File: config.mk
export PLATFORM = sky130hd
export DESIGN_NAME = progmem_loader_flat
export DESIGN_NICKNAME = d
export VERILOG_FILES = /design/src/rtl/progmem_loader_pkg.sv /design/src/rtl/progmem_loader_if.sv /design/src/rtl/progmem_loader_word_assembler.sv /design/src/rtl/progmem_loader.sv /design/src/flat_wrapper.sv
export SDC_FILE = /design/constraint.sdc
export NUM_CORES = 1
export LEC_CHECK = 0
export ABC_CLOCK_PERIOD_IN_PS = 1820
export CAP_MARGIN = 20
export CORE_UTILIZATION = 48
export CTS_CLUSTER_SIZE = 30
export DETAILED_ROUTE_END_ITERATION = 16
export GPL_TIMING_DRIVEN = 0
export PLACE_DENSITY = 0.75
export SETUP_SLACK_MARGIN = 0.05
export SLEW_MARGIN = 40
export SYNTH_ARGS = -nofsm -noshare
export SYNTH_HDL_FRONTEND = slang
export SYNTH_SLANG_ARGS = --single-unit
File: constraint.sdc
create_clock -name i_clk -period 1.82 [get_ports i_clk]
set_clock_uncertainty 0.15 [all_clocks]
set_input_delay 0.273 -clock i_clk [delete_from_list [all_inputs] [get_ports i_clk]]
set_output_delay 0.273 -clock i_clk [all_outputs]
set_load 0.01 [all_outputs]
File: src/rtl/progmem_loader_pkg.sv
// -----------------------------------------------------------------------------
// progmem_loader_pkg
// Shared constants and types for the program-memory loader and the CPU that
// consumes the loaded image.
//   WORD_W          program memory word width (bits)
//   ADDR_W          program memory address width (bits)
//   BYTE_W          width of one stream byte
//   BYTES_PER_WORD  stream bytes per program word, MSB first
//   IDX_W           width of the byte-in-word index counter
//   state_e         loader FSM state encodings
// -----------------------------------------------------------------------------
package progmem_loader_pkg;

  localparam int WORD_W         = 40;
  localparam int ADDR_W         = 8;
  localparam int BYTE_W         = 8;
  localparam int BYTES_PER_WORD = 5;
  localparam int IDX_W          = $clog2(BYTES_PER_WORD);

  typedef enum logic [2:0] {
    ST_IDLE  = 3'd0,
    ST_LOAD  = 3'd1,
    ST_CHECK = 3'd2,
    ST_DONE  = 3'd3,
    ST_ERROR = 3'd4
  } state_e;

  // The loader takes bytes while a load is in progress; DONE and ERROR are
  // terminal until re-armed, so the upstream source is back-pressured there.
  function automatic logic accepts_bytes(state_e s);
    return (s == ST_IDLE) || (s == ST_LOAD) || (s == ST_CHECK);
  endfunction

endpackage

File: src/rtl/progmem_loader_if.sv
// -----------------------------------------------------------------------------
// progmem_loader_if
// Bundles the byte stream, the program memory write port and the control /
// status flags of the loader.
//   i_byte_valid / i_byte / o_byte_ready   upstream byte handshake
//   i_start                                 re-arm pulse (from DONE/ERROR)
//   o_wr_en / o_wr_addr / o_wr_data         program memory write port
//   o_cpu_run / o_error                     load result flags
// Modports:
//   master  the host side (byte source, start pulse, memory/CPU observer)
//   slave   the loader side
// -----------------------------------------------------------------------------
interface progmem_loader_if #(
  parameter int WORD_W = progmem_loader_pkg::WORD_W,
  parameter int ADDR_W = progmem_loader_pkg::ADDR_W
);

  logic              i_byte_valid;
  logic [7:0]        i_byte;
  logic              o_byte_ready;
  logic              i_start;
  logic              o_wr_en;
  logic [ADDR_W-1:0] o_wr_addr;
  logic [WORD_W-1:0] o_wr_data;
  logic              o_cpu_run;
  logic              o_error;

  modport master (
    output i_byte_valid,
    output i_byte,
    output i_start,
    input  o_byte_ready,
    input  o_wr_en,
    input  o_wr_addr,
    input  o_wr_data,
    input  o_cpu_run,
    input  o_error
  );

  modport slave (
    input  i_byte_valid,
    input  i_byte,
    input  i_start,
    output o_byte_ready,
    output o_wr_en,
    output o_wr_addr,
    output o_wr_data,
    output o_cpu_run,
    output o_error
  );

endinterface

File: src/rtl/progmem_loader_word_assembler.sv
// -----------------------------------------------------------------------------
// word_assembler
// Shifts accepted stream bytes into a program word (first byte ends up in the
// MSBs) and counts the byte position within the word.
//   clk_i        clock, rising edge
//   rst_ni       synchronous active-low reset
//   clear_i      drop any partial word and restart at byte 0
//   shift_i      a byte is accepted this cycle
//   byte_i       the byte being accepted
//   word_o       the word including byte_i (meaningful when word_done_o)
//   word_done_o  byte_i is the last byte of the current word
// -----------------------------------------------------------------------------
module word_assembler
  import progmem_loader_pkg::*;
#(
  parameter int WORD_W = progmem_loader_pkg::WORD_W,
  parameter int BYTES  = BYTES_PER_WORD
) (
  input  logic              clk_i,
  input  logic              rst_ni,
  input  logic              clear_i,
  input  logic              shift_i,
  input  logic [BYTE_W-1:0] byte_i,
  output logic [WORD_W-1:0] word_o,
  output logic              word_done_o
);

  logic [IDX_W-1:0]  idx_q, idx_d;
  logic [WORD_W-1:0] word_q, word_d;
  logic [WORD_W-1:0] word_shifted;
  logic              last_byte;

  assign word_shifted = {word_q[WORD_W-BYTE_W-1:0], byte_i};
  assign last_byte    = (idx_q == IDX_W'(BYTES - 1));

  // The completed word is presented combinationally together with its final
  // byte so the loader can register it in the same cycle the byte is taken.
  assign word_o      = word_shifted;
  assign word_done_o = shift_i & last_byte;

  always_comb begin
    word_d = word_q;
    idx_d  = idx_q;
    if (clear_i) begin
      word_d = '0;
      idx_d  = '0;
    end else if (shift_i) begin
      word_d = word_shifted;
      idx_d  = last_byte ? '0 : idx_q + IDX_W'(1);
    end
  end

  always_ff @(posedge clk_i) begin
    if (!rst_ni) begin
      idx_q  <= '0;
      word_q <= '0;
    end else begin
      idx_q  <= idx_d;
      word_q <= word_d;
    end
  end

endmodule

File: src/rtl/progmem_loader.sv
// -----------------------------------------------------------------------------
// progmem_loader
// Receives a program image as a byte stream (COUNT, COUNT+1 words of five
// bytes MSB first, CHK), writes each word into program memory at consecutive
// addresses from 0, and releases the CPU only when the XOR checksum of the
// word bytes matches CHK.
//   i_clk    clock, rising edge
//   i_rst_n  synchronous active-low reset
//   bus      progmem_loader_if.slave: byte handshake, i_start, memory write
//            port, o_cpu_run / o_error flags
// -----------------------------------------------------------------------------
module progmem_loader
  import progmem_loader_pkg::*;
#(
  parameter int WORD_W = progmem_loader_pkg::WORD_W,
  parameter int ADDR_W = progmem_loader_pkg::ADDR_W
) (
  input  logic            i_clk,
  input  logic            i_rst_n,
  progmem_loader_if.slave bus
);

  state_e            state_q, state_d;

  logic [ADDR_W-1:0] count_q;
  logic [ADDR_W-1:0] addr_q;
  logic [BYTE_W-1:0] chk_q;
  logic              wr_en_q;
  logic [WORD_W-1:0] wr_data_q;

  logic              byte_ready;
  logic              cpu_run;
  logic              error_flag;
  logic              accept;
  logic              asm_clear;
  logic              asm_shift;
  logic              asm_done;
  logic [WORD_W-1:0] asm_word;
  logic              last_word;

  assign accept    = bus.i_byte_valid & byte_ready;
  assign asm_clear = (state_q == ST_IDLE);
  assign asm_shift = accept & (state_q == ST_LOAD);

  // addr_q already holds the index of the word being assembled: the previous
  // word's increment lands at least four cycles before this word completes.
  assign last_word = asm_done & (addr_q == count_q);

  word_assembler #(
    .WORD_W (WORD_W),
    .BYTES  (BYTES_PER_WORD)
  ) u_word_asm (
    .clk_i       (i_clk),
    .rst_ni      (i_rst_n),
    .clear_i     (asm_clear),
    .shift_i     (asm_shift),
    .byte_i      (bus.i_byte),
    .word_o      (asm_word),
    .word_done_o (asm_done)
  );

  // ---------------------------------------------------------------------------
  // FSM: state register
  // ---------------------------------------------------------------------------
  always_ff @(posedge i_clk) begin
    if (!i_rst_n) begin
      state_q <= ST_IDLE;
    end else begin
      state_q <= state_d;
    end
  end

  // ---------------------------------------------------------------------------
  // FSM: next state
  // ---------------------------------------------------------------------------
  always_comb begin
    state_d = state_q;
    case (state_q)
      ST_IDLE: begin
        if (accept) state_d = ST_LOAD;
      end
      ST_LOAD: begin
        if (last_word) state_d = ST_CHECK;
      end
      ST_CHECK: begin
        if (accept) state_d = (bus.i_byte == chk_q) ? ST_DONE : ST_ERROR;
      end
      ST_DONE, ST_ERROR: begin
        if (bus.i_start) state_d = ST_IDLE;
      end
      default: state_d = ST_IDLE;
    endcase
  end

  // ---------------------------------------------------------------------------
  // FSM: outputs (purely from the registered state, so a checksum verdict
  // shows up the cycle after the CHK byte is taken)
  // ---------------------------------------------------------------------------
  always_comb begin
    byte_ready = accepts_bytes(state_q);
    cpu_run    = 1'b0;
    error_flag = 1'b0;
    case (state_q)
      ST_DONE:  cpu_run    = 1'b1;
      ST_ERROR: error_flag = 1'b1;
      default: ;
    endcase
  end

  // ---------------------------------------------------------------------------
  // Datapath: COUNT latch, running checksum, write strobe / address / data
  // ---------------------------------------------------------------------------
  always_ff @(posedge i_clk) begin
    if (!i_rst_n) begin
      count_q   <= '0;
      addr_q    <= '0;
      chk_q     <= '0;
      wr_en_q   <= 1'b0;
      wr_data_q <= '0;
    end else begin
      // Strobe follows word completion by one cycle; data is held until the
      // next completed word, which is at least five accepts away.
      wr_en_q <= asm_done;
      if (asm_done) begin
        wr_data_q <= asm_word;
      end

      // Address advances after the strobe cycle so it is stable during it.
      if (wr_en_q) begin
        addr_q <= addr_q + ADDR_W'(1);
      end

      case (state_q)
        ST_IDLE: begin
          if (accept) begin
            count_q <= ADDR_W'(bus.i_byte);
            chk_q   <= '0;
          end
        end
        ST_LOAD: begin
          if (accept) begin
            chk_q <= chk_q ^ bus.i_byte;
          end
        end
        ST_DONE, ST_ERROR: begin
          if (bus.i_start) begin
            addr_q <= '0;
            chk_q  <= '0;
          end
        end
        default: ;
      endcase
    end
  end

  assign bus.o_byte_ready = byte_ready;
  assign bus.o_cpu_run    = cpu_run;
  assign bus.o_error      = error_flag;
  assign bus.o_wr_en      = wr_en_q;
  assign bus.o_wr_addr    = addr_q;
  assign bus.o_wr_data    = wr_data_q;

endmodule

File: src/flat_wrapper.sv
// flat-port wrapper written by rule: the top's interface ports become plain ports
module progmem_loader_flat import progmem_loader_pkg::*;
#(
  parameter int WORD_W = progmem_loader_pkg::WORD_W,
  parameter int ADDR_W = progmem_loader_pkg::ADDR_W
)
  (i_clk, i_rst_n, bus_i_byte_valid, bus_i_byte, bus_i_start, bus_o_byte_ready, bus_o_wr_en, bus_o_wr_addr, bus_o_wr_data, bus_o_cpu_run, bus_o_error);
  progmem_loader_if #(.WORD_W(WORD_W), .ADDR_W(ADDR_W)) bus_i ();
  input  logic i_clk;
  input  logic i_rst_n;
  input wire logic [$bits(bus_i.i_byte_valid)-1:0] bus_i_byte_valid;
  input wire logic [$bits(bus_i.i_byte)-1:0] bus_i_byte;
  input wire logic [$bits(bus_i.i_start)-1:0] bus_i_start;
  output wire logic [$bits(bus_i.o_byte_ready)-1:0] bus_o_byte_ready;
  output wire logic [$bits(bus_i.o_wr_en)-1:0] bus_o_wr_en;
  output wire logic [$bits(bus_i.o_wr_addr)-1:0] bus_o_wr_addr;
  output wire logic [$bits(bus_i.o_wr_data)-1:0] bus_o_wr_data;
  output wire logic [$bits(bus_i.o_cpu_run)-1:0] bus_o_cpu_run;
  output wire logic [$bits(bus_i.o_error)-1:0] bus_o_error;
  assign bus_i.i_byte_valid = bus_i_byte_valid;
  assign bus_i.i_byte = bus_i_byte;
  assign bus_i.i_start = bus_i_start;
  assign bus_o_byte_ready = bus_i.o_byte_ready;
  assign bus_o_wr_en = bus_i.o_wr_en;
  assign bus_o_wr_addr = bus_i.o_wr_addr;
  assign bus_o_wr_data = bus_i.o_wr_data;
  assign bus_o_cpu_run = bus_i.o_cpu_run;
  assign bus_o_error = bus_i.o_error;
  progmem_loader #(.WORD_W(WORD_W), .ADDR_W(ADDR_W)) u_core (.i_clk(i_clk), .i_rst_n(i_rst_n), .bus(bus_i));
endmodule
* After elaboration in Yosys (flattened, before gate mapping) *
Index checks and enable logic that the tools add are counted.

storage, ports and cells
  flip-flop bits (word level) = 103
  output and inout bits = 52
  input port bits = 12

cells by class
  $add $sub $neg = 2
  bitwise operators = 6
  reduce and logical (&&, ||, !) cells = 9
  muxes and demuxes = 16
  equality and inequality tests = 12

operators by type and width
  operator                                       number
  2-to-1 mux 8 bit                               6
  one-hot mux 8 bit (3 select lines)             1
  2-to-1 mux 3 bit                               6
  == test 8 bit                                  2
  one-hot mux 3 bit (4 select lines)             1
  adder 8 x 1 -> 8 bit, second input constant    1
  != test 2 x 1 -> 1 bit, second input constant  4
  AND reduction 4 bit                            2
  XOR 8 bit                                      1
  == test 3 x 2 -> 1 bit, second input constant  2
  == test 3 bit, second input constant           2
  AND 1 bit                                      4
  OR reduction 2 bit                             2
  adder 3 x 1 -> 3 bit, second input constant    1
  == test 3 x 1 -> 1 bit, second input constant  1
  logical NOT 3 bit                              1
  nonzero test 3 bit                             1
  logical OR 1 bit                               2
  2-to-1 mux 1 bit                               2
  != test 2 bit, second input constant           1
  AND reduction 2 bit                            1
  NOT 1 bit                                      1

* Depth between registers and ports, before layout *
Gate-level depths: netlist (run 1).

  depth in word-level cells = 9
  gate-level depth with buffers = 8
  gate-level depth less buffers = 7

* Modules after synthesis *
Synthesis (run 1) repeated with hierarchy kept, for this count alone.

unflattened totals
  cell total of the unflattened synthesis = 446
  area total of the unflattened synthesis = 4355.4 um2

by module, submodules not included
  module          times used  cells an instance  area an instance (um2)  sequential area each (um2)
  progmem_loader  1           318                2954.1                  1361.3
  word_assembler  1           128                1401.3                  700.7

* Worst setup path before layout (run 1) *
No wires, ideal clock.

  path kind = register to register
  start point = register u_core.state_q[2]
  end point = register u_core.state_q[0]
  setup time = 115 ps
  path slack = -26 ps
  arrival = 1582 ps
  required time = 1555 ps
  cell stages (with the launch flop) = 8
  cell sequence = dfxtp_1 -> buf_6 -> or3b_4 -> or2_1 -> buf_6 -> nor3_4 -> o22ai_1 -> o21a_1

on the way
  cells in the longest elaborated chain, start to end = 9
  elaborated cells on any way between the ends = 18
  classes of those cells = eq/ne (8); mux (1); bitwise (4); reduce/logical (5)

RTL lines
  item                                                         line                                                                  text
  start, declared                                              progmem_loader.sv:23                                                  state_e state_q, state_d;
  start signal, assigned                                       progmem_loader.sv:69                                                  state_q <= state_d;
  == test 3 x 1 -> 1 bit or logical NOT 3 bit (tied branches)  progmem_loader_pkg.sv:31, progmem_loader.sv:43, progmem_loader.sv:78
  logical OR 1 bit (2 in series)                               progmem_loader_pkg.sv:31                                              return (s == ST_IDLE) || (s == ST_LOAD) || (s == ST_CHECK);
  AND 1 bit                                                    progmem_loader.sv:41                                                  assign accept = bus.i_byte_valid & byte_ready;
  AND 1 bit                                                    progmem_loader.sv:43                                                  assign asm_shift = accept & (state_q == ST_LOAD);
  AND 1 bit                                                    progmem_loader_word_assembler.sv:39                                   assign word_done_o = shift_i & last_byte;
  AND 1 bit                                                    progmem_loader.sv:47                                                  assign last_word = asm_done & (addr_q == count_q);
  != test 2 x 1 -> 1 bit (no source line)                      -
  AND reduction 4 bit (no source line)                         -

Parallel ways exist; a longest one is shown, timed or not.
A chain may end at the register's enable or synchronous reset.

* Worst setup path in the final report (run 1) *
  start point = register u_core.state_q[0]
  end point = register u_core.state_q[0]

Same word-level chain as after synthesis.

==> results_dict.tcl, run 1 <==
set metrics [dict create \
    die-area_um2 9100 \
    multi_input_area_um2 2150 \
    pre_cts_ws_ns -0.484 \
    critical-path-slowest-cell "or3b_4" \
    postLayoutCellArea_um2 5840 \
    antenna_found_initial 0 \
    synth_edf_count 0 \
    fmax_mhz 511 \
    dp_hpwl_mm 6.89 \
    cts_tree "built" \
    rsz0062_at_grt "true" \
    core_um2 8340 \
    fillCellCount 626 \
    synth_seq_area_share_pct 49.3 \
    yosysMostFrequentCell "nand2_1" \
    fin_crit_ns 1.96 \
    antenna_cells 0 \
    endpoint "u_core.state_q[0]$_SDFFE_PN0P_" \
    synthCells 511 \
    synth.area.top_cells "dfxtp_1 (49%), nand2_1 (15%), a21boi_0 (8.8%)" \
    ys_async_sr_fraction_pct 0 \
    relSlewSlack_pct 64.1 \
    start_util_pct 50.2 \
    holdBufCountCts 0 \
    grt_usage_pct 24.8 \
    critPathArrivalTime_ns 2.07 \
    grt_pass1_vias 3608 \
    cts_buffer_depth 2 \
    port_buffers 62 \
    ff2ff_path_depth 7 \
    layoutNonFillerInstCount 723 \
    power_switching_uw 1010 \
    fin_setup_tns_ns -1.26 \
    reg2reg_from "u_core.state_q[0]$_SDFFE_PN0P_" \
    status "finished, violations left" \
    drc 0 \
    yosys.area.top_type "dfxtp_1" \
    syn_nets 526 \
    ys_ff_latch 103 \
    yosysWarnings 0 \
    antenna_left 0 \
    hold_class "in -> reg" \
    yosysTopAreaCellShare_pct 49.3 \
    seqPwrFrac_pct 54.5 \
    grt_pass1_wl_mm 17.2 \
    power_density_nw_per_um2 717 \
    cp-startpoint "u_core.state_q[0]$_SDFFE_PN0P_" \
    dpl_cell_area_um2 4950 \
    power_frac_comb_pct 7.6 \
    drive_gt1_share_pct 23.1 \
    dr.pass1.iters 5 \
    maxCapViolCount 0 \
    clkTransAtPathRegs_ns 0.10 \
    dr.first_iter.drc_count 254 \
    dp.cells 678 \
    synth.top_cells.by_count "nand2_1 (170), dfxtp_1 (103), a21boi_0 (49), a21oi_1 (38), nor2_1 (25)" \
    wl_per_cell_um 15.7 \
    swShare_pct 24.1 \
    worst_setup_path_end_kind "flip-flop" \
    tightest_slew_ns 0.539 \
    netlist_area_um2 4190 \
    p_leak_uw 0.00207 \
    setup_ws_ns -0.137 \
    avgSynthCellArea_um2 8.19 \
    ff_latch_area_um2 2090 \
    ioPinCount 64 \
    cts_buffers 9 \
    crit_chain "buf_6 > or3b_4 > or2_1 > buf_6 > nor3_4 > o22ai_1 > o21a_1" \
    worstPathRequired_ns 1.94 \
    gp_congestion 0.820 \
    vias 3831 \
    clock-sinks 103 \
    ir_drop_mv 0.451 \
    slowest_delay_ns 0.38 \
    die_h_um 95.4 \
    die_x_um 95.4 \
    ys.flop_type "dfxtp_1" \
    grt_max_degree 18 \
    cpMostUsedCell "buf_6" \
    crit_type "reg -> reg" \
    grt-ovfl-total 0 \
    crit_fanout 6 \
    area_delta_synth_final_pct 39.6 \
    power.internal_uw 3180 \
    rows 33 \
    fin_nets 628 \
    fin_crit_sh_pct 108 \
    yosysUniqueCellTypes 37 \
    clock_latency_ns 0.38 \
    detail_route.vias_per_cell 5.30 \
    drt-total-wl_mm 11.4 \
    setup_viol 44 \
    p_clk_share_pct 37.9 \
    cts_root_buf "clkbuf_8" \
    reg2reg_slack_ns -0.14 \
    slew_viol_final 0 \
    violations "negative setup slack" \
    r2r_end "u_core.state_q[0]$_SDFFE_PN0P_" \
    h-tree-depth 3 \
    hold_viol 0 \
    critPathLaunchType "flip-flop" \
]
critical path: cells and delay by family (launching register included):
family	cells	cell delay [ns]
AND/OR/NAND/NOR	3	0.77
AO/OA/AOI/OAI	2	0.35
flip-flops	1	0.33
buffers and inverters	2	0.25
power by group through the flow:
| stage | sequential [uW] | clock [uW] | combinational (uW) |
|---|---|---|---|
| global placement | 2340 | 0 | 240 |
| finish | 2280 | 1590 | 320 |
| detailed placement | 2340 | 0 | 246 |
| floorplan | 2340 | 0 | 162 |
| global route | 2280 | 1680 | 346 |
| CTS | 2290 | 1600 | 272 |
routing by layer:
metal | track usage (%) | share of wire [%] | vias up
met5 | 0 | 0 | -
met4 | 10.1 | 2.0 | 0
met3 | 4.70 | 5.4 | 20
met2 | 41.4 | 50 | 131
met1 | 31.4 | 43 | 1809
li1 | - | - | 1871
stage by stage:
| step | total power [uW] | hold WS [ns] | utilization (%) |
|---|---|---|---|
| global placement | 2580 | 0.294 | 59.3 |
| finish | 4190 | 0.135 | 70.1 |
| CTS | 4160 | 0.242 | 66.8 |
| detailed placement | 2590 | 0.298 | 59.3 |
| global route | 4310 | 0.150 | 70.1 |
| floorplan | 2500 | 0.259 | - |
worst min path at each step:
stage,startpoint,slack (ns),depth (start not counted),endpoint
after detailed placement,u_core.u_word_asm.word_q[28]$_SDFFE_PP0N_,0.30,2,u_core.u_word_asm.word_q[28]$_SDFFE_PP0N_
after global placement,u_core.bus.o_wr_data[34]$_SDFFE_PN0P_,0.29,2,u_core.bus.o_wr_data[34]$_SDFFE_PN0P_
after CTS,bus_i_byte[5],0.24,3,u_core.bus.o_wr_data[5]$_SDFFE_PN0P_
final,bus_i_byte[3],0.14,3,u_core.bus.o_wr_data[3]$_SDFFE_PN0P_
after global routing,bus_i_byte[2],0.15,3,u_core.bus.o_wr_data[2]$_SDFFE_PN0P_
after floorplan,bus_i_byte[0],0.26,2,u_core.u_word_asm.word_q[0]$_SDFFE_PP0N_
flip-flops by register name, summed over array words and instances, names as in the netlist:
| register | flops |
|---|---|
| u_core.u_word_asm.word_q | 32 |
| u_core.bus.o_wr_en | 1 |
| u_core.bus.o_wr_data | 40 |
| u_core.bus.o_wr_addr | 8 |
| u_core.state_q | 3 |
| u_core.u_word_asm.idx_q | 3 |
| u_core.count_q | 8 |
| u_core.chk_q | 8 |
area by class of cell:
cell class                 count  area share, %
clock inverter                 7           1.63
buffer                        31           4.90
inverter                       5          0.321
sequential                   103           35.7
timing repair buffer          93           16.3
tap                          105           2.25
multi-input combinational    370           36.8
clock buffer                   9           2.12
cell usage in the layout, fill, tap and decap left out, drive strengths merged, types with 2 or more instances in the layout:
cell / instances
nand2: 170
dfxtp: 103
a21boi: 56
clkdlybuf4s50: 53
buf: 45
a21oi: 38
clkbuf: 28
nor2: 27
xnor2: 12
o21ai: 10
nor2b: 8
xor2: 8
nand3b: 6
inv: 6
nand3: 6
nand4: 5
nor3: 5
dlymetal6s2s: 4
ha: 3
clkinv: 3
nand2b: 2
bufinv: 2
dlygate4sd2: 2
and2: 2
or2: 2
timing repair:
item / in CTS / in global routing
resized for setup: 120 / 78
pin swaps: 34 / 31
buffers inserted: 15 / 8
endpoints found under the hold margin: 0 / 0
gates cloned: 5 / 4
endpoints found under the setup margin: 104 / 103
cell families (layout without fill, tap and decap cells):
logic type      Yosys count  count (layout)  share of synthesized area [%]
compound gates          111             111                           17.1
fa+ha+maj                 3               3                          0.897
mux                       1               1                          0.239
xor+xnor                 20              20                           4.19
simple gates            235             235                           23.8
flops                   103             103                           49.3
buf+inv                  38             145                           4.48
(Power assumes the default switching activity.)
==> run 2, diff against run 1 <==
--- a/config.mk
+++ b/config.mk
@@ -7,12 +7,12 @@
 export LEC_CHECK = 0
 export ABC_CLOCK_PERIOD_IN_PS = 1820
 export CAP_MARGIN = 20
-export CORE_UTILIZATION = 48
+export CORE_UTILIZATION = 45
 export CTS_CLUSTER_SIZE = 30
 export DETAILED_ROUTE_END_ITERATION = 16
 export GPL_TIMING_DRIVEN = 0
-export PLACE_DENSITY = 0.75
-export SETUP_SLACK_MARGIN = 0.05
+export PLACE_DENSITY = 0.71
+export SETUP_SLACK_MARGIN = 0.02
 export SLEW_MARGIN = 40
 export SYNTH_ARGS = -nofsm -noshare
 export SYNTH_HDL_FRONTEND = slang
==> results_dict.tcl, run 2 (synthesis gave the netlist of run 1 again) <==
set metrics [dict create \
    status "finished, violations left" \
    violations "negative setup slack" \
    cts_root_buf "clkbuf_8" \
    relSlewSlack_pct 62.6 \
    power_density_nw_per_um2 710 \
    grt_pass1_vias 3316 \
    area_delta_synth_final_pct 31.3 \
    wl_per_cell_um 14.0 \
    ir_drop_mv 0.557 \
    start_util_pct 47.3 \
    die-area_um2 9690 \
    hold_viol 0 \
    critPathLaunchType "flip-flop" \
    cts_tree "built" \
    antenna_found_initial 0 \
    core_um2 8850 \
    detail_route.vias_per_cell 5.11 \
    ff_latch_area_um2 2080 \
    slew_viol_final 0 \
    grt_pass1_wl_mm 16.0 \
    hold_class "in -> reg" \
    gp_congestion 0.837 \
    worst_setup_path_end_kind "flip-flop" \
    layoutNonFillerInstCount 714 \
    ioPinCount 64 \
    dp_hpwl_mm 6.86 \
    drc 0 \
    antenna_left 0 \
    fmax_mhz 532 \
    vias 3645 \
    port_buffers 62 \
    drive_gt1_share_pct 14.4 \
    power_uw 3900 \
    grt_max_degree 19 \
    crit_type "reg -> reg" \
    largest_reg_flops 40 \
    antenna_cells 0 \
    setup_viol 1 \
    slowest_delay_ns 0.40 \
    critPathArrivalTime_ns 1.98 \
    dr.first_iter.drc_count 127 \
    dr.pass1.iters 7 \
    tightest_slew_ns 0.561 \
    reg2reg_slack_ns -0.06 \
    ff2ff_path_depth 6 \
    critical-path-slowest-cell "or3b_4" \
    holdBufCountCts 0 \
    die_h_um 98.4 \
    fillCellCount 784 \
    cts_buffers 9 \
    rsz0062_at_grt "true" \
    grt-ovfl-total 0 \
    p_leak_uw 0.00191 \
    hold_depth 3 \
    crit_cells 6 \
    h-tree-depth 3 \
    dp.cells 681 \
    worstPathRequired_ns 1.92 \
    crit_chain "or3b_4 > or2_1 > buf_6 > nor3_4 > o22ai_2 > o21a_1" \
    drt-total-wl_mm 9.99 \
    fin_nets 617 \
    clock-sinks 103 \
    rows 34 \
    multi_input_area_um2 2010 \
    clock_latency_ns 0.36 \
    maxCapViolCount 0 \
    final_common_cell "nand2_1" \
    setup_ws_ns -0.0594 \
    cp_top_family "simple AND/OR/NAND/NOR gates" \
    grt_usage_pct 20.6 \
    final_cell_mix "nand2_1 (169), dfxtp_1 (91), clkdlybuf4s50_1 (54), a21boi_1 (47), a21oi_1 (36)" \
    cts_buffer_depth 2 \
    cp_num_buf_inv 1 \
    fin_crit_sh_pct 103 \
    die_x_um 98.4 \
    clkTransAtPathRegs_ns 0.10 \
    crit_fanout 4 \
    fin_crit_ns 1.88 \
]
run 2: stage by stage:
step / area [um^2] / setup TNS, ns / util [%] / hold slack (ns) / setup WS, ns
6_report: 5490 / -0.0594 / 62.1 / 0.152 / -0.0594
3_5_place_dp: 4950 / -26.90 / 55.9 / 0.295 / -0.449
5_1_grt: 5490 / -0.750 / 62.1 / 0.164 / -0.112
3_3_place_gp: 4940 / -26.64 / 55.9 / 0.294 / -0.473
2_1_floorplan: 4190 / 0 / - / 0.259 / 0.0406
4_1_cts: 5270 / -0.176 / 59.5 / 0.258 / -0.102
run 2: layer usage:
layer | global-route usage, % | wire, um | up-vias
li1 | - | - | 1843
met5 | 0 | 0 | -
met1 | 27.9 | 4790 | 1714
met2 | 34.1 | 4690 | 79
met3 | 2.41 | 370 | 9
met4 | 7.35 | 146 | 0
run 2: final timing paths:
kind	from	end
setup / recovery	u_core.state_q[2]$_SDFFE_PN0P_	u_core.state_q[0]$_SDFFE_PN0P_
hold / removal	bus_i_byte[3]	u_core.u_word_asm.word_q[3]$_SDFFE_PP0N_
setup reg to reg	u_core.state_q[2]$_SDFFE_PN0P_	u_core.state_q[0]$_SDFFE_PN0P_
hold reg to reg	u_core.bus.o_wr_data[33]$_SDFFE_PN0P_	u_core.bus.o_wr_data[33]$_SDFFE_PN0P_
run 2: power breakdown:
part           total, uW  internal (uW)  switching (uW)
logic                294            128             166
clock network       1320            517             806
registers           2290           2270            15.6
run 2: final cells by class:
cell class	instances	area share [%]
sequential	103	37.9
multi-input combinational	370	36.6
timing repair buffer	85	15.4
buffer	28	3.96
tap	108	2.46
clock buffer	9	2.25
clock inverter	6	1.02
inverter	5	0.342
run 2: worst register-to-register path: cells and delay by family, from the launching register on:
family	cells	cell delay [ns]
simple gates	3	0.83
flops	1	0.36
compound gates	2	0.29
buf+inv	1	0.14
run 2: timing repair:
item / 4_1_cts / 5_1_grt
gates cloned: 2 / 2
setup buffers: 6 / 13
endpoints found under the setup margin: 105 / 87
gates resized for setup: 49 / 92
pin swaps: 3 / 14
